$ cat config.mk
export PLATFORM = sky130hd
export DESIGN_NAME = alu_arbiter
export DESIGN_NICKNAME = d
export VERILOG_FILES = /design/src/rtl/core_pkg.sv /design/src/rtl/rr_arbiter.sv /design/src/rtl/alu_arbiter.sv
export SDC_FILE = /design/constraint.sdc
export NUM_CORES = 1
export LEC_CHECK = 0
export CORE_AREA = 5 5 104 106
export DETAILED_ROUTE_END_ITERATION = 12
export DIE_AREA = 0 0 109 111
export PLACE_DENSITY = 0.74
export SLEW_MARGIN = 15
export SYNTH_ARGS = -nofsm -noshare
export SYNTH_HDL_FRONTEND = slang
export SYNTH_HIERARCHICAL = 1
export SYNTH_SLANG_ARGS = --single-unit
$ cat constraint.sdc
create_clock -name clk -period 3.7 [get_ports clk]
set_clock_uncertainty 0.2 [all_clocks]
set_input_delay 0.37 -clock clk [delete_from_list [all_inputs] [get_ports clk]]
set_output_delay 0.37 -clock clk [all_outputs]
set_load 0.005 [all_outputs]
$ cat src/rtl/core_pkg.sv
// Shared core datapath types: ALU select encoding width and the request
// bundle handed from issue to the ALU (also used by the execute stage).
package core_pkg;

    localparam int unsigned ALU_OP_W = 4;
    localparam int unsigned XLEN     = 32;

    typedef logic [ALU_OP_W-1:0] alu_op_t;

    // One ALU request: two operands plus the unmodified op-select.
    typedef struct packed {
        logic [XLEN-1:0] a;
        logic [XLEN-1:0] b;
        alu_op_t         op;
    } alu_req_t;

endpackage : core_pkg

$ cat src/rtl/rr_arbiter.sv
// Combinational round-robin arbiter: scans req from index ptr upward,
// wrapping modulo N. The first set bit wins. Pointer state lives in the
// instantiating block. grant_idx is 0 when nothing requests.
module rr_arbiter #(
    parameter int N     = 2,
    parameter int IDX_W = (N > 1) ? $clog2(N) : 1
) (
    input  logic [N-1:0]     req,
    input  logic [IDX_W-1:0] ptr,
    input  logic             enable,
    output logic [N-1:0]     grant,
    output logic [IDX_W-1:0] grant_idx
);

    logic             found;
    logic [IDX_W-1:0] cand;

    // Priority scan from ptr; the winner is reported even when enable is low
    // so the ALU inputs can be steered before the transfer is allowed.
    always_comb begin
        // NOTE: every output gets a default before the loop so no path leaves
        // a value unassigned, which would otherwise infer a latch.
        found     = 1'b0;
        grant_idx = '0;
        cand      = '0;
        grant     = '0;
        for (int k = 0; k < N; k++) begin
            cand = IDX_W'((32'(ptr) + k) % N);
            if (!found && req[cand]) begin
                found     = 1'b1;
                grant_idx = cand;
            end
        end
        if (found && enable) begin
            grant[grant_idx] = 1'b1;
        end
    end

endmodule : rr_arbiter

$ cat src/rtl/alu_arbiter.sv
// Shares one combinational integer ALU between N_REQ requesters.
// Round-robin picks a winner, its operands drive the ALU, and the ALU result
// is captured into a one-entry valid/ready response register.
module alu_arbiter
    import core_pkg::*;
#(
    parameter int WIDTH = 32,
    parameter int N_REQ = 2,
    parameter int ID_W  = 2
) (
    input  logic                      clk,
    input  logic                      rst,
    input  logic [N_REQ-1:0]          req_valid,
    output logic [N_REQ-1:0]          req_ready,
    input  logic [N_REQ*WIDTH-1:0]    req_a,
    input  logic [N_REQ*WIDTH-1:0]    req_b,
    input  logic [N_REQ*ALU_OP_W-1:0] req_op,
    output logic [WIDTH-1:0]          alu_i0,
    output logic [WIDTH-1:0]          alu_i1,
    output logic [ALU_OP_W-1:0]       alu_s,
    input  logic [WIDTH-1:0]          alu_o,
    output logic                      rsp_valid,
    input  logic                      rsp_ready,
    output logic [WIDTH-1:0]          rsp_data,
    output logic [ID_W-1:0]           rsp_id
);

    localparam int IDX_W = (N_REQ > 1) ? $clog2(N_REQ) : 1;

    logic [IDX_W-1:0] ptr;
    logic [IDX_W-1:0] g_idx;
    logic [N_REQ-1:0] grant;
    logic             can_accept;
    logic             accept;

    // Response slot is free, or is being drained this same cycle.
    assign can_accept = !rsp_valid || rsp_ready;

    // Reset blocks acceptance so a request offered during reset is not taken.
    rr_arbiter #(
        .N     (N_REQ),
        .IDX_W (IDX_W)
    ) u_rr (
        .req       (req_valid),
        .ptr       (ptr),
        .enable    (can_accept && !rst),
        .grant     (grant),
        .grant_idx (g_idx)
    );

    assign req_ready = grant;
    assign accept    = |grant;

    // With no winner g_idx is 0, so the ALU sees requester 0's fields: stable,
    // never X.
    assign alu_i0 = req_a[g_idx*WIDTH +: WIDTH];
    assign alu_i1 = req_b[g_idx*WIDTH +: WIDTH];
    assign alu_s  = req_op[g_idx*ALU_OP_W +: ALU_OP_W];

    // Response register and round-robin pointer; ptr moves only on an accept.
    always_ff @(posedge clk) begin
        // NOTE: synchronous reset, sampled only on the rising edge. State
        // updates use non-blocking assignments so every register sees
        // pre-edge values.
        if (rst) begin
            rsp_valid <= 1'b0;
            rsp_data  <= '0;
            rsp_id    <= '0;
            ptr       <= '0;
        end else if (accept) begin
            rsp_valid <= 1'b1;
            rsp_data  <= alu_o;
            rsp_id    <= ID_W'(g_idx);
            ptr       <= (g_idx == IDX_W'(N_REQ - 1)) ? '0 : g_idx + 1'b1;
        end else if (rsp_ready) begin
            rsp_valid <= 1'b0;
        end
    end

endmodule : alu_arbiter

# --- Word level (Yosys, flattened, before mapping) ---
# Index checks and enable logic that the tools add are counted.
word_totals:
  wordCells: 37
  mem_bits_rw: 0
  romBits: 0
  latch_bits: 0
  n_memories: 0
  regBits: 35
classes:
  multipliers: 0
  order_cmp: 4
  n_shift: 3
  bitwise: 0
  eq_ne: 0
  n_addsub: 2
  n_div: 0
  n_reduce_logical: 10
  muxes: 14
ops:
  columns: ["operator", "n"]
  rows:
  - ["64-bit by 7-bit variable part select with 32-bit output", 2]
  - ["1-bit two-way mux", 12]
  - ["8-bit by 4-bit variable part select with 4-bit output", 1]
  - ["1-bit by 2-bit < comparator with 1-bit output (second input constant)", 3]
  - ["1-bit logical AND", 4]
  - ["1-bit logical NOT", 3]
  - ["1-bit adder (second input constant)", 2]
  - ["2-bit two-way mux", 1]
  - ["2-bit nonzero test", 1]
  - ["2-bit OR reduction", 1]
  - ["1-bit demux with 1-bit select", 1]
  - ["1-bit greater-or-equal comparator (second input constant)", 1]
  - ["1-bit logical OR", 1]

# --- Logic depth before layout (Yosys ltp) ---
# Gate-level depths: netlist (run 1).
logic_depth:
  ltp_word: 13
  mapped_depth: 8
  ltp_nobuf: 6

# --- By module ---
# Netlist (run 1), hierarchy kept.
modules_own_cells:
  columns: ["module", "area_per_inst_um2", "cells_each", "seq_area_each_um2", "instances"]
  rows:
  - ["alu_arbiter", 2267.2, 236, 700.7, 1]
  - ["rr_arbiter", 27.5, 5, 0.0, 1]

# --- Worst setup path before layout (run 1) ---
# OpenSTA, ideal clock, no wires.
synth_timing:
  path_type: "input to register"
  start: "in rsp_ready"
  end: "reg rsp_id[0]"
  slack_ns: 1.885
  path_buffers: 2
  arrival_ns: 1.545
  cell_stages: 8
  path_cell_list: "nand2b_1 -> nor2b_1 -> nand2_1 -> a21oi_1 -> buf_2 -> buf_2 -> o21ai_0 -> a21oi_1"
synth_via:
  elab_chain_len: 5
synth_lines:
  columns: ["element", "line", "rtl"]
  rows:
  - ["start: declaration", "alu_arbiter.sv:23", "input logic rsp_ready,"]
  - ["1-bit logical OR", "alu_arbiter.sv:37", "assign can_accept = !rsp_valid || rsp_ready;"]
  - ["1-bit logical AND", "alu_arbiter.sv:46", ".enable (can_accept && !rst),"]
  - ["1-bit logical AND", "rr_arbiter.sv:34", "if (found && enable) begin"]
  - ["2-bit two-way mux", "rr_arbiter.sv:34", null]
  - ["via req_ready[0]", "alu_arbiter.sv:14", "output logic [N_REQ-1:0] req_ready,"]
  - ["2-bit OR reduction", "alu_arbiter.sv:52", "assign accept = |grant;"]
  - ["end signal: assignment", "alu_arbiter.sv:73", "rsp_id <= ID_W'(g_idx);"]
  - ["end: declaration", "alu_arbiter.sv:25", "output logic [ID_W-1:0] rsp_id"]
# The timed path passes the listed nets, and every way through them passes these cells.
# A chain may end at the register's enable or synchronous reset.

# --- Final worst setup path (run 1) ---
layout_timing:
  start: "in req_valid[1]"
  end: "out alu_i1[12]"
layout_via:
  elab_chain_len: 7
  word_cells_on_any_way: 10
  cone_classes: "shift: 1; mux: 7; reduce/logical: 2"
layout_lines:
  columns: ["element", "line", "rtl"]
  rows:
  - ["start: declaration", "alu_arbiter.sv:13", "input logic [N_REQ-1:0] req_valid,"]
  - ["1-bit two-way mux (not written as such) (2 in a row)", "rr_arbiter.sv:29", "if (!found && req[cand]) begin"]
  - ["1-bit two-way mux", "rr_arbiter.sv:29", null]
  - ["1-bit logical NOT", "rr_arbiter.sv:29", null]
  - ["1-bit logical AND", "rr_arbiter.sv:29", null]
  - ["1-bit two-way mux *", "rr_arbiter.sv:29", null]
  - ["via g_idx", "alu_arbiter.sv:31", "logic [IDX_W-1:0] g_idx;"]
  - ["64-bit by 7-bit variable part select with 32-bit output *", "alu_arbiter.sv:57", "assign alu_i1 = req_b[g_idx*WIDTH +: WIDTH];"]
  - ["end: declaration", "alu_arbiter.sv:19", "output logic [WIDTH-1:0] alu_i1,"]
# The timed path passes the listed nets; every way through them passes the cells marked *. The select of a mux whose other input is x is not followed.

==> results of run 1 <==
==> layer usage <==
layer	global-route usage, %	share of wire [%]
met4	6.566	3.2
met1	18.63	35
met2	32.80	51
met5	0	0
met3	5.708	11
==> cell type report <==
class / count / share of cell area (%)
multi-input cells: 179 / 28.09
flip-flops and latches: 35 / 13.40
repair buffers: 281 / 53.78
clock buffers: 7 / 1.459
clock inverters: 1 / 0.09569
well taps: 133 / 3.182
==> sequential cells by signal, indices dropped and copies added, names as in the netlist <==
signal / cells
ptr: 1
rsp_data: 32
rsp_id: 1
rsp_valid: 1
==> cell usage in the layout (no fill, tap or decap) <==
master / n
a21oi_1: 34
a21oi_4: 1
and2_2: 1
and3_2: 1
buf_12: 1
buf_4: 4
clkbuf_1: 2
clkbuf_8: 5
clkdlybuf4s50_1: 276
clkinv_2: 1
conb_1: 1
dfxtp_1: 35
mux2_2: 68
nand2_1: 1
nand2b_1: 2
nor2_1: 1
nor2b_1: 1
o21ai_0: 25
o21ai_1: 8
o31ai_1: 1
or3b_1: 33
or4b_1: 1
==> cell usage after synthesis (all sizes together) <==
library cell  count  area, sq um
conb              1        3.750
and2              1        6.260
buf              16        91.33
nand2             1        3.750
clkbuf           11        47.54
a21oi            35        175.2
o31ai             1        7.510
mux2             68        765.7
or3b             33        289.0
o21ai            33        165.2
nand2b            2        12.51
nor2b             1        6.260
or4b              1        10.01
dfxtp            35        700.7
and3              1        6.260
nor2              1        3.750
==> power groups by stage <==
stage | combinational [mW] | clock, mW | sequential, mW
after detailed placement | 0.576 | 0 | 0.423
after global routing | 0.614 | 0.294 | 0.419
final | 0.575 | 0.264 | 0.416
after CTS | 0.580 | 0.273 | 0.416
after floorplan | 0.181 | 0 | 0.424
after global placement | 0.570 | 0 | 0.422
==> tightest hold or removal path, cell delays in order, from the launching register on <==
cell      delay (ns)
dfxtp_1         0.31
nand2b_1        0.08
a21oi_1         0.06
==> through the flow <==
step | setup slack [ns] | utilization, % | instance area, sq um | hold slack, ns
4_1_cts | 0.6863 | 54.01 | 5230 | 0.2989
5_1_grt | 0.5999 | 54.01 | 5230 | 0.3282
3_3_place_gp | 0.6897 | 53.17 | 5149 | 0.2837
3_5_place_dp | 0.6872 | 53.17 | 5149 | 0.2922
6_report | 0.6700 | 54.01 | 5230 | 0.2950
2_1_floorplan | 1.885 | - | 2295 | 0.2775
==> final timing paths <==
path                 from  slack [ns]  cells after the start     endpoint
max          req_valid[1]        0.67                      5   alu_i1[12]
min reg2reg     rsp_valid        0.29                      2    rsp_valid
max reg2reg     rsp_valid        1.68                      6  rsp_data[7]
min             rsp_valid        0.29                      2    rsp_valid
==> cell families (layout without fill, tap and decap cells) <==
family	count (synthesis)	after routing
flip-flops	35	35
buffers and inverters	27	289
AND/OR/NAND/NOR	41	41
other	1	1
multiplexers	68	68
AO/OA/AOI/OAI	69	69
==> impl_metrics.ini, run 1 <==
[status]
status = complete, no violations

[pwr]
power_frac_comb_pct = 45.8
p_leak_nw = 1.840
power.internal_mw = 0.9408
p_total_mw = 1.254
swShare_pct = 25.00
clkPwrFrac_pct = 21.0
ir_drop_mv = 0.3059
power_density_nw_per_um2 = 239.9
seqPwrFrac_pct = 33.1
switchingPower_mw = 0.3136

[route]
drc = 0
via_per_inst = 4.566
vias = 2904
ant_nets = 0
wirelength_microns = 11740
drtIter0Drc = 141
dr.pass1.iters = 4
wl_per_cell_microns = 18.46

[synthesis]
synthAdderAreaFrac_pct = 0
synth-xor-area-share_pct = 0
netlist_area_sq_um = 2295
yosys_warnings = 6
synth_mux_area_share_pct = 33.37
synth-simple-area-share_pct = 14.72
synthCells = 241
synth_top_family_by_area = multiplexers
synth_seq_area_share_pct = 30.53
ys_types = 20
synth_compound_area_share_pct = 15.16
synthesis.nets = 414
ys_ff_latch = 35
syn_avg_cell_area_sq_um = 9.522

[cts]
clk_latency_ns = 0.28
post-cts-setup-buffer-count = 0
clkSinkCount = 35
cts-root-buf = clkbuf_8
holdBufCountCts = 0
cts_tree = done
cts_made_buffers = 5
clk_pin_slew_ns = 0.07
post_cts_resized = 0
htree_num_levels = 2
cts_max_path_buffers = 2

[critical_path]
cp_num_buf_inv = 3
crit_path_end_kind = output pin
crit_path_top_delay_cell = clkdlybuf4s50_1
arrival_ns = 2.46
crit_family = buffers and inverters
cp.required_ns = 3.13
crit_chain = clkdlybuf4s50_1, and2_2, buf_12, mux2_2, clkdlybuf4s50_1
worst-path-max-fanout = 47
cp_slowest_stage_delay_ns = 0.53
crit_top_cell = clkdlybuf4s50_1
worstSetupPathType = in -> out
cp-start-kind = primary input

[final_layout]
fill_cells = 870
diodes = 0
num-nets-final = 675
regArea_sq_um = 700.7
syn_to_final_growth_pct = 127.9
drive_above_1_share_pct = 16.30
instances_no_fill = 636
multiInputGateArea_sq_um = 1469

[global_route]
grt_pass1_wl_microns = 17070
grt_max_degree = 69
grt.overflow.total = 0
track_usage_pct = 17.90
first_global_vias = 3000
antenna_found_initial = 0

[timing]
tightest_slew_ns = 0.5463
grt_setup_unrepaired = no
fin_crit_sh_pct = 81.89
max_freq_mhz = 330.0
layout_min_cycle_time_ns = 3.030
finalSetupViolCount = 0
maxSlewHeadroom_pct = 63.58
fin_setup_tns_ns = 0
slew_violations = 0
finalHoldViolCount = 0

[placement]
io_buffers = 276
dp_hpwl_microns = 9703
place_congestion = 0.8733
placedCellCount = 628

[floorplanning]
initial_core_util_pct = 23.70
die_h_microns = 111
num_rows = 36
core-area_sq_um = 9684
die_x_microns = 109
io_pins = 278
die-area_sq_um = 12100

[flow_run]
maxCapViolations = 0

[hold_path]
hp-class = reg -> reg
(Power assumes the default switching activity.)
==> run 2: changes to the inputs <==
--- a/config.mk
+++ b/config.mk
@@ -5,10 +5,10 @@
 export SDC_FILE = /design/constraint.sdc
 export NUM_CORES = 1
 export LEC_CHECK = 0
-export CORE_AREA = 5 5 104 106
+export CORE_MARGIN = 5
+export CORE_UTILIZATION = 24
 export DETAILED_ROUTE_END_ITERATION = 12
-export DIE_AREA = 0 0 109 111
-export PLACE_DENSITY = 0.74
+export PLACE_DENSITY = 0.77
 export SLEW_MARGIN = 15
 export SYNTH_ARGS = -nofsm -noshare
 export SYNTH_HDL_FRONTEND = slang
==> constraint.sdc (replaced) <==
create_clock -name clk -period 2.6 [get_ports clk]
set_clock_uncertainty 0.2 [all_clocks]
set_input_delay 0.26 -clock clk [delete_from_list [all_inputs] [get_ports clk]]
set_output_delay 0.26 -clock clk [all_outputs]
set_load 0.005 [all_outputs]
==> impl_metrics.ini, run 2 (same netlist as run 1, synthesis figures left out) <==
[flow_run]
maxCapViolations = 0

[final_layout]
diodes = 0
final_common_cell = clkdlybuf4s50_1
most-common-layout-cells = 276 x clkdlybuf4s50_1, 68 x mux2_2, 34 x a21oi_1, 34 x dfxtp_1, 33 x or3b_1
largest_reg_flops = 32
regMostFlops = rsp_data
num-nets-final = 680
syn_to_final_growth_pct = 131.1
fill_cells = 822
drive_above_1_share_pct = 17.52
fin_util_pct = 57.13

[floorplanning]
initial_core_util_pct = 24.72
core-area_sq_um = 9284
die_x_microns = 107.8
io_pins = 278
num_rows = 35
die_h_microns = 107.8
die-area_sq_um = 11620

[critical_path]
worst-path-max-fanout = 10
arrival_ns = 2.08
crit_path_end_kind = output pin
reg2regPathDepth = 6
cp-start-kind = primary input
cp.required_ns = 2.14
worstSetupPathType = in -> out

[pwr]
power_frac_comb_pct = 44.8
swShare_pct = 24.22
switchingPower_mw = 0.4487
p_leak_nw = 1.882
power.internal_mw = 1.404
power_density_nw_per_um2 = 349.3
ir_drop_mv = 0.2903
clkPwrFrac_pct = 23.2
seqPwrFrac_pct = 32.0

[global_route]
grt.overflow.total = 0
first_global_vias = 2905
track_usage_pct = 18.43
grt_max_degree = 48
antenna_found_initial = 0
grt_pass1_wl_microns = 16790

[placement]
place_congestion = 0.8249
dp_worst_setup_slack_ns = 0.03346
io_buffers = 276
dp_hpwl_microns = 9660

[timing]
fin_setup_tns_ns = 0
timing.final.ws_setup_ns = 0.06033
finalHoldViolCount = 0
slew_violations = 0
max_freq_mhz = 393.8
layout_min_cycle_time_ns = 2.540
fin_crit_sh_pct = 97.68
finalSetupViolCount = 0
grt_setup_unrepaired = no

[route]
via_per_inst = 4.598
drc = 0
vias = 2929
drtIter0Drc = 112
wirelength_microns = 11720
dr.pass1.iters = 4
wl_per_cell_microns = 18.40
ant_nets = 0

[cts]
post-cts-setup-buffer-count = 0
clkSinkCount = 35
cts_tree = done
clk_latency_ns = 0.28
htree_num_levels = 2
cts_max_path_buffers = 2
clk_pin_slew_ns = 0.07
cts-root-buf = clkbuf_8
cts_made_buffers = 5

[hold_path]
hold-path-cell-count = 2
hp-class = reg -> reg

[status]
status = complete, no violations
[run 2: final timing paths]
path	start	endpoint	slack (ns)
setup / recovery	req_valid[0]	alu_i0[13]	0.06
setup reg to reg	rsp_valid	rsp_data[27]	0.70
hold reg to reg	rsp_valid	rsp_valid	0.30
hold / removal	rsp_valid	rsp_valid	0.30
[run 2: layout make-up]
type / count / area [sq um] / area share [%]
clock buffers: 8 / 100.1 / 1.887
repair buffers: 286 / 2872 / 54.14
well taps: 129 / 161.4 / 3.043
multi-input cells: 179 / 1469 / 27.70
flip-flops and latches: 35 / 701.9 / 13.23
[run 2: timing repair]
item | CTS | global route
endpoints found under the setup margin | 7 | 14
cloned | 0 | 1
hold buffers | 0 | 0
resized for setup | 1 | 1
[run 2: per-stage QoR]
step	instance area, sq um	hold WS [ns]	power (mW)	instances
6_report	5304	0.2974	1.853	637
4_1_cts	5275	0.3034	1.868	636
3_3_place_gp	5174	0.2845	1.418	628
2_1_floorplan	2295	0.2182	0.8619	241
3_5_place_dp	5174	0.2934	1.429	628
5_1_grt	5304	0.3421	1.952	637
[run 2: power groups by stage]
stage               Combinational (mW)  Sequential [mW]  Clock, mW
detailed placement               0.826            0.603          0
CTS                              0.831            0.592      0.445
global route                     0.886            0.597      0.469
floorplan                        0.258            0.604          0
global placement                 0.816            0.602          0
finish                           0.830            0.592      0.431
[run 2: metal layers]
metal | share of wire [%] | GRT usage, %
met5 | 0 | 0
met4 | 2.0 | 5.140
met3 | 8.3 | 5.579
met2 | 51 | 33.17
met1 | 39 | 20.92
[run 2: critical path, cell delays in order]
cell and delay, ns:
clkdlybuf4s50_1 0.42, nand2b_1 0.09, and2_2 0.25, buf_4 0.22
mux2_2 0.36, clkdlybuf4s50_1 0.48
